===== src/rtl/cpu_pkg.sv =====
// Shared CPU definitions for the fetch stage: instruction width, the NOP
// encoding and the JMP -1 (jump-to-self) pattern used for halt detection.
package cpu_pkg;

    localparam int unsigned INSTR_W = 32;

    typedef logic [INSTR_W-1:0] instr_t;

    localparam instr_t     NOP_INSTR  = 32'h0000_0000;
    localparam logic [5:0] OPCODE_JMP = 6'b101010;
    localparam instr_t     JMP_SELF   = {OPCODE_JMP, 26'h3FF_FFFF};

    typedef struct packed {
        instr_t      instr;
        logic [31:0] pc;
        logic        valid;
    } if_id_t;

    function automatic logic is_jmp_self(input instr_t instr);
        return instr == JMP_SELF;
    endfunction

endpackage


===== src/rtl/pc_register.sv =====
// Program counter storage: synchronous active-high reset to RESET_VAL,
// load of d when en is high, hold otherwise.
module pc_register #(
    parameter logic [31:0] RESET_VAL = 32'h0000_0000
) (
    input  logic        clk,
    input  logic        rst,
    input  logic        en,
    input  logic [31:0] d,
    output logic [31:0] q
);

    logic [31:0] pc_q;

    always_ff @(posedge clk) begin
        if (rst) begin
            pc_q <= RESET_VAL;
        end else if (en) begin
            pc_q <= d;
        end
    end

    assign q = pc_q;

endmodule


===== src/rtl/instruction_fetch_stage.sv =====
// Instruction fetch stage: PC sequencing with branch redirect and stall,
// plus the IF/ID pipeline register. Optional halt-on-JMP-self detection
// is enabled by defining IF_HALT_DETECT_EN.
module instruction_fetch_stage
    import cpu_pkg::*;
#(
    parameter logic [31:0] RESET_PC = 32'h0000_0000,
    parameter logic [31:0] PC_STEP  = 32'd4
) (
    input  logic               clk,
    input  logic               rst,
    input  logic               freeze,
    input  logic               branch_taken,
    input  logic [31:0]        branch_addr,
    input  logic               flush,
    output logic [31:0]        imem_addr,
    input  logic [INSTR_W-1:0] imem_data,
    output logic [31:0]        pc_out,
    output logic [INSTR_W-1:0] instr_out,
    output logic               valid_out
`ifdef IF_HALT_DETECT_EN
    ,
    output logic               halted
`endif
);

    logic [31:0] pc_q;
    logic [31:0] pc_d;
    logic [31:0] pc_next_seq;
    logic        pc_en;
    logic        redirect;
    logic        stall_pc;
    logic        halted_now;
    if_id_t      if_id_q;
    if_id_t      if_id_d;

`ifdef IF_HALT_DETECT_EN
    logic halted_q;
    logic halted_d;
    logic halt_hit;

    // Only a JMP -1 that actually lands in IF/ID halts; the PC stays on it.
    assign halt_hit = !halted_q && !flush && !branch_taken && !freeze
                      && is_jmp_self(imem_data);
    assign halted_d = halted_q || halt_hit;

    always_ff @(posedge clk) begin
        if (rst) begin
            halted_q <= 1'b0;
        end else begin
            halted_q <= halted_d;
        end
    end

    assign halted_now = halted_q;
    assign stall_pc   = halted_q || halt_hit;
    assign halted     = halted_q;
`else
    assign halted_now = 1'b0;
    assign stall_pc   = 1'b0;
`endif

    assign redirect    = branch_taken && !halted_now;
    assign pc_next_seq = pc_q + PC_STEP;
    assign pc_en       = redirect || (!freeze && !stall_pc);
    assign pc_d        = redirect ? {branch_addr[31:2], 2'b00} : pc_next_seq;

    pc_register #(
        .RESET_VAL (RESET_PC)
    ) u_pc (
        .clk (clk),
        .rst (rst),
        .en  (pc_en),
        .d   (pc_d),
        .q   (pc_q)
    );

    always_comb begin
        if_id_d = if_id_q;
        if (flush || redirect) begin
            if_id_d = '{instr: NOP_INSTR, pc: 32'h0, valid: 1'b0};
        end else if (freeze) begin
            if_id_d = if_id_q;
        end else if (halted_now) begin
            if_id_d = '{instr: NOP_INSTR, pc: 32'h0, valid: 1'b0};
        end else begin
            if_id_d = '{instr: imem_data, pc: pc_next_seq, valid: 1'b1};
        end
    end

    always_ff @(posedge clk) begin
        if (rst) begin
            if_id_q <= '{instr: NOP_INSTR, pc: 32'h0, valid: 1'b0};
        end else begin
            if_id_q <= if_id_d;
        end
    end

    assign imem_addr = pc_q;
    assign instr_out = if_id_q.instr;
    assign pc_out    = if_id_q.pc;
    assign valid_out = if_id_q.valid;

endmodule


===== config.mk =====
export PLATFORM = sky130hd
export DESIGN_NAME = instruction_fetch_stage
export DESIGN_NICKNAME = d
export VERILOG_FILES = /design/src/rtl/cpu_pkg.sv /design/src/rtl/pc_register.sv /design/src/rtl/instruction_fetch_stage.sv
export SDC_FILE = /design/constraint.sdc
export NUM_CORES = 1
export LEC_CHECK = 0
export CORE_MARGIN = 3
export CORE_UTILIZATION = 43
export CTS_CLUSTER_DIAMETER = 50
export DETAILED_ROUTE_END_ITERATION = 8
export PLACE_DENSITY_LB_ADDON = 0.15
export RECOVER_POWER = 50
export SETUP_SLACK_MARGIN = 0.05
export SYNTH_ARGS = -nofsm -noshare
export SYNTH_HDL_FRONTEND = slang
export SYNTH_SLANG_ARGS = --single-unit
export TNS_END_PERCENT = 20

===== constraint.sdc =====
create_clock -name clk -period 2.2 [get_ports clk]
set_input_delay 0.44 -clock clk [delete_from_list [all_inputs] [get_ports clk]]
set_output_delay 0.44 -clock clk [all_outputs]
set_load 0.1 [all_outputs]

# --- Word level (Yosys, flattened, before mapping) ---
# Cells that the tools add are included.
# W data, S select, Z words.
totals:
  regBits: 97
  output_inout_bits: 97
op_classes:
  muxes: 1
  n_addsub: 1
  n_reduce_logical: 4
op_table:
  columns: ["operator", "n"]
  rows:
  - ["$add A32 B3 Y32 const B", 1]
  - ["$mux W32", 1]
  - ["$logic_or A1 B1 Y1", 2]
  - ["$reduce_or A2 Y1", 1]
  - ["$logic_not A1 Y1", 1]

# --- Depth between registers and ports, before layout ---
# Gate-level depths: netlist (run 1).
logic_depth:
  ltp_word: 2
  depth_mapped: 7

# --- By module ---
# A second synthesis (run 1) with hierarchy kept.
unflattened:
  hier_cells: 453
  area_unflattened_um2: 4408.0
by_module_without_submodules:
  columns: ["mod", "area_each_um2", "seq_area_each_um2", "cells_each", "instances"]
  rows:
  - ["instruction_fetch_stage", 3244.4, 1301.2, 350, 1]
  - ["pc_register", 1163.6, 640.6, 103, 1]

# --- Least setup slack after synthesis (run 1) ---
# No wires, ideal clock.
synth_timing:
  path_type: "flip-flop to flip-flop"
  start: "reg u_pc.pc_q[2], in the netlist u_pc.q[2]"
  end: "reg u_pc.pc_q[26], in the netlist u_pc.q[26]"
  path_slack_ns: -0.636
  synth_period_minus_slack_ns: 2.836
  stages_incl_launch_ff: 7
  t_arrival_ns: 2.732
  cell_sequence: "dfxtp_1 -> ha_1 -> nand3_1 -> or4_4 -> nor4_4 -> nor3_1 -> a2111oi_2"
synth_between:
  elab_chain_len: 2
synth_rtl:
  columns: ["element", "line_no", "text"]
  rows:
  - ["start: declaration", "pc_register.sv:13", "logic [31:0] pc_q;"]
  - ["start signal: assignment", "pc_register.sv:17", "pc_q <= RESET_VAL;"]
  - ["start signal: assignment", "pc_register.sv:19", "pc_q <= d;"]
  - ["$add A32 B3 Y32", "instruction_fetch_stage.sv:64", "assign pc_next_seq = pc_q + PC_STEP;"]
  - ["$mux W32", "instruction_fetch_stage.sv:66", "assign pc_d = redirect ? {branch_addr[31:2], 2'b00} : pc_next_seq;"]
# Every way passes these cells.
# A chain may end at the register's enable or synchronous reset.

# --- Worst setup path after layout (run 1) ---
layout_timing:
  start: "reg u_pc.pc_q[2], in the netlist u_pc.q[2]"
  end: "reg u_pc.pc_q[28], in the netlist u_pc.q[28]"
# Same word-level chain as after synthesis.

==> results of run 1 <==
[synth_stat cells, drive strengths merged, types with 13 or more instances]
master / instances / area, um^2
o21ai: 28 / 140
nand2: 29 / 109
a21oi: 44 / 220
buf: 14 / 77.6
mux2i: 41 / 410
dfxtp: 93 / 1860
nor2: 69 / 259
clkbuf: 30 / 114
nand4: 13 / 106
xnor2: 21 / 184
xor2: 26 / 228
nor3: 16 / 80.1
[power by group through the flow]
stage                     Clock, mW  Combinational (mW)  Sequential, mW
after detailed placement          0               0.922            1.86
after global routing           1.23               0.950            1.83
final                          1.12               0.901            1.82
after global placement            0               0.915            1.86
after floorplan                   0               0.274            2.24
after CTS                      1.15               0.925            1.82
[flip-flops by register name, indices dropped and copies added, names as in the netlist]
name / flops
instr_out: 32
pc_out: 30
u_pc.q: 30
valid_out: 1
[area by class of cell]
type | count | area (um^2)
fill | 945 | 3860
multi-input combinational | 362 | 2300
tap | 133 | 166
clock inverter | 4 | 28.8
clock buffer | 12 | 165
inverter | 12 | 45.0
sequential | 93 | 1930
timing repair buffer | 177 | 1320
[metal layers]
layer / up-vias / wire, um / global-route usage (%)
li1: 2035 / - / -
met1: 1870 / 5520 / 28.8
met2: 125 / 5570 / 32.7
met3: 9 / 743 / 4.82
met4: 0 / 126 / 6.94
met5: - / 0 / 0
[worst max-delay path by stage]
stage,startpoint,end,slack (ns),cells after the start
finish,u_pc.q[2],u_pc.q[28],0.21,6
global placement,u_pc.q[2],u_pc.q[28],0.22,6
detailed placement,u_pc.q[2],u_pc.q[28],0.16,6
floorplan,u_pc.q[2],u_pc.q[26],0.05,6
CTS,u_pc.q[2],u_pc.q[28],0.15,6
global route,u_pc.q[2],u_pc.q[28],0.06,6
[per-stage QoR]
stage	utilization [%]	instance area, um^2
floorplan	-	4460
global placement	60.6	5950
detailed placement	60.6	5950
CTS	62.6	6140
global route	60.7	5960
finish	60.7	5960
[kinds of logic (layout without fill, tap and decap cells)]
group / after synthesis / in the layout / share of synthesized area [%]
AO/OA/AOI/OAI: 93 / 93 / 12.1
XOR/XNOR: 47 / 47 / 9.42
adder cells (fa/ha/maj): 1 / 1 / 0.286
buffers and inverters: 56 / 205 / 5.41
flip-flops: 93 / 93 / 42.6
multiplexers: 41 / 41 / 9.40
other: 1 / 4 / 0.0859
AND/OR/NAND/NOR: 176 / 176 / 20.7
[critical path, delay by kind of cell, from the launching register on]
| family | cells | cell delay [ns] |
|---|---|---|
| simple gates | 3 | 0.80 |
| compound gates | 2 | 0.54 |
| fa+ha+maj | 1 | 0.15 |
| flops | 1 | 0.40 |
[timing repair]
action                     in CTS  in global routing
setup endpoints to repair       0                  3
hold buffers                    0                  0
gates resized for setup         0                  1
==> results.md, run 1 <==
* NetSw at 1.33 mW
* Register area share after synthesis at a little over two fifths
* Worst slew pin tran at approximately 0.86 ns
* TritonRoute pass-1 iters at 4
* CP endpoint kind: register
* Synth Instances at 508
* Post-CTS Setup Inserts at 0
* Inst Count DP at 777
* Via/cell ratio at 5.09
* Die W at 107 um
* Initial Util at 44.5%
* Worst reg-to-reg path cell count at 6
* Area Growth Syn to Fin at 36.4%
* CTS sink cnt at a little over 90
* Initial antenna violation count at 0
* Die height at 107 um
* Cell variety after synth at 40
* Mapped Area at approximately 4400 um^2
* Root Driver: clkbuf_8
* I/O Buffers at 159
* Clock buffer depth at 2
* Comb power frac at 23.4%
* Clk_skew at 0.0125 ns
* Min Hold Slack at 0.464 ns
* CP arrival at 2.25 ns
* Hold Path End: valid_out
* Clk slew on worst S/H paths at 0.09 ns
* Die area at 11,400 um^2
* Share of cells above drive strength 1 at 25.0%
* Top cell by count, worst path: o31a_1
* Row cnt at 36
* Main synth FF type: dfxtp_1
* Largest net degree at the start of global routing at 48
* Gp weighted congestion at 0.866
* Worst slack, placed at 0.164 ns
* DR vias at 4,039
* I/O Pins at 166
* RR Startpoint: u_pc.q[2]
* Period minus WS final at 1.99 ns
* Max-slew headroom at 42.8%
* Hold Path Origin: valid_out
* CTS tree: built
* Clock share of power at 29.2%
* Most frequent cells in the layout: clkbuf_2 (70), nor2_1 (69), dfxtp_1 (69)
* Critical Path Slowest Stage Cell: nor4_2
* R2r setup slk at 0.21 ns
* Status: finished, final reports clean
* DRC Markers at 0
* Critical R2R Capture: u_pc.q[28]
* Tot Pwr at a little under 4 mW
* Post-Route WL at 12,000 um
* CTS H-tree lvls at 3
* Antenna-violating nets left at 0
* Final #Nets at 725
* Core area at 9820 um^2
* Leak Pwr at 2.49 nW
* Post-synth EDFFs at 0
* Part of the power in registers at 47.4%
* Commonest non-fill, non-tap cell in the layout: clkbuf_2
* Pwr/cell area at 645 nW/um^2
* Yosys reg bits at 93
* Max-Cap Viols at 0
* First-pass GRT wire length at 19,300 um
* Hold Crit Class: register to register
* Fin cells at a little under 800
* Required time worst endpoint at 2.46 ns
* Crit path launch type: register
* HPWL after DPL at 8880 um
* Synth Warn # at 0
* Final hold vios at 0
* First DRT Iteration DRCs at 182
* Crit-path max cell delay at 0.43 ns
* Worst-Skew Late Latency at roughly 0.37 ns
* Hold Path Stages at 1
* Routed len/inst at 15.1 um
* Sw frac at between 30% and 40%
* Critical-path maximum fanout at 7
* Peak supply drop at 0.341 mV
* RSZ-0062 raised after global routing: false
* CP Class: register to register
* Num CTS Buffers at 9
* Critical-path cell list: ha_4, nand3_2, nor4_2, nand4_2, o31a_1, o31a_1
* Async set-or-reset flop fraction in the synthesized netlist at 0%
* Max-slew violations at 0
* GRT Total Usage at 21.0%
* Diode count at 0
* Internal power at 2.52 mW
* Top achievable clock speed at 503 MHz
* Syn Area/Cell at roughly 8.6 um^2
* Tcrit/Tclk final at roughly 90%
* Worst setup margin at roughly 0.21 ns
* Number of global-route vias before repair at 3,877
* Total congestion overflow at 0
* Final setup violation count at 0
* Total negative slack at 0 ns
Note: power is estimated with default switching activity, not from simulation.
==> run 2, diff against run 1 <==
- CORE_MARGIN: 3 -> 8
==> results.md, run 2 (synthesis gave the netlist of run 1 again) <==
* Status: finished, final reports clean
* Max-slew headroom at a little over a third
* Area Growth Syn to Fin at 37.7%
* TritonRoute pass-1 iters at 5
* Initial Util at 44.5%
* Die area at approximately 14,000 um^2
* RSZ-0062 raised after global routing: false
* CTS tree: built
* Max-Cap Viols at 0
* DR vias at 4,111
* CP endpoint kind: register
* Sw frac at ~34%
* Critical-path cell list: ha_4, nand3_2, buf_12, or4_4, nor3_4, nor3_1, a2111oi_1
* First-pass GRT wire length at roughly 21,000 um
* Worst-Skew Late Latency at ~0.37 ns
* Max reg flops at 32
* CTS H-tree lvls at 3
* Final #Nets at 728
* Routed len/inst at 16.4 um
* Comb power frac at 23.4%
* Worst setup margin at 0.162 ns
* Clock buffer depth at 2
* Clock share of power at approximately 30%
* CP Class: register to register
* First DRT Iteration DRCs at 245
* Worst slack, placed at ~0.11 ns
* Root Driver: clkbuf_8
* Post-Route WL at roughly 13,000 um
* Die W at 117 um
* Final hold vios at 0
* Final setup violation count at 0
* Via/cell ratio at 5.16
* Number of global-route vias before repair at 4,078
* Critical Path Slowest Stage Cell: or4_4
* Clk_skew at 0.0142 ns
* Commonest non-fill, non-tap cell in the layout: nor2_1
* Tot Pwr at 3.89 mW
* Max-slew violations at 0
* Critical-path maximum fanout at 14
* Worst slew pin tran at 0.952 ns
* Die height at 117 um
* Top achievable clock speed at 491 MHz
* Leak Pwr at around 2.5 nW
* Period minus WS final at a little over 2 ns
* Internal power at 2.58 mW
* I/O Buffers at 159
* Crit-path max cell delay at 0.56 ns
* Peak supply drop at 0.318 mV
* Gp weighted congestion at 0.853
* Initial antenna violation count at 0
* DRC Markers at 0
* I/O Pins at 166
* Largest net degree at the start of global routing at 33
* Num CTS Buffers at 9
* GRT Total Usage at 19.1%
* Share of cells above drive strength 1 at 25.8%
* Row cnt at 36
* Total negative slack at 0 ns
* CTS sink cnt at 93
* Hold Crit Class: register to register
* Pwr/cell area at 647 nW/um^2
* NetSw at roughly 1.3 mW
* Total congestion overflow at 0
* Required time worst endpoint at 2.45 ns
* CP arrival at between 2 and 2.5 ns
* HPWL after DPL at 9930 um
* Diode count at 0
* Core area at slightly below 10,000 um^2
* Part of the power in registers at between 40% and 50%
* Crit path launch type: register
* Tcrit/Tclk final at 92.7%
* Antenna-violating nets left at 0
* Clk slew on worst S/H paths at about 0.09 ns
* Most frequent cells in the layout: nor2_1 (69), dfxtp_1 (68), clkbuf_2 (65)
run 2: power groups by stage:
stage / Combinational, mW / Clock [mW] / Sequential [mW]
after floorplan: 0.274 / 0 / 2.24
after global placement: 0.917 / 0 / 1.86
after detailed placement: 0.925 / 0 / 1.86
after CTS: 0.928 / 1.19 / 1.82
after global routing: 0.960 / 1.27 / 1.83
final: 0.911 / 1.16 / 1.82
run 2: area by class of cell:
type | instances | area [um^2]
fill | 944 | 3810
sequential | 93 | 1930
clock inverter | 3 | 15.0
multi-input combinational | 362 | 2310
tap | 133 | 166
timing repair buffer | 180 | 1350
inverter | 12 | 45.0
clock buffer | 13 | 190
run 2: critical path: cells and delay by family, from the launching register on:
kind                       cells  cell delay [ns]
and+or+nand+nor                4             0.86
DFF                            1             0.38
AOI/OAI and AO/OA              1             0.37
buffers and inverters          1             0.16
adders and majority gates      1             0.15
run 2: routing by layer:
metal  part of all wire (%)  vias to the layer above  wire, um  GRT usage (%)
met5                      0                        -         0              0
met4                    1.8                        0       241           8.11
met3                    7.9                       18      1040           4.72
met2                     47                      163      6100           30.2
met1                     44                     1897      5710           24.4
li1                       -                     2033         -              -
run 2: metrics by stage:
step	hold WS, ns	utilization [%]	instance area, um^2	instances
2_1_floorplan	0.581	-	4460	511
3_3_place_gp	0.439	60.5	5940	778
3_5_place_dp	0.454	60.5	5940	778
4_1_cts	0.475	62.6	6150	794
5_1_grt	0.496	61.2	6010	796
6_report	0.469	61.2	6010	796
run 2: path summary, 6_finish.rpt:
kind	from	to	slack, ns	cells past startpoint
worst max register to register	u_pc.q[3]	u_pc.q[22]	0.16	7
worst min register to register	valid_out	valid_out	0.47	1
worst max-delay path	u_pc.q[3]	u_pc.q[22]	0.16	7
worst min-delay path	valid_out	valid_out	0.47	1
run 2: what timing repair did:
action	CTS	global route
setup buffers	0	2
hold buffers	0	0
setup endpoints to repair	0	4
resized for setup	0	3
==> run 3, diff against run 2 <==
- GPL_ROUTABILITY_DRIVEN: not set -> 1
==> results of run 3 <==
Same layout as run 2: the final DEF is identical, and so are final timing and power.
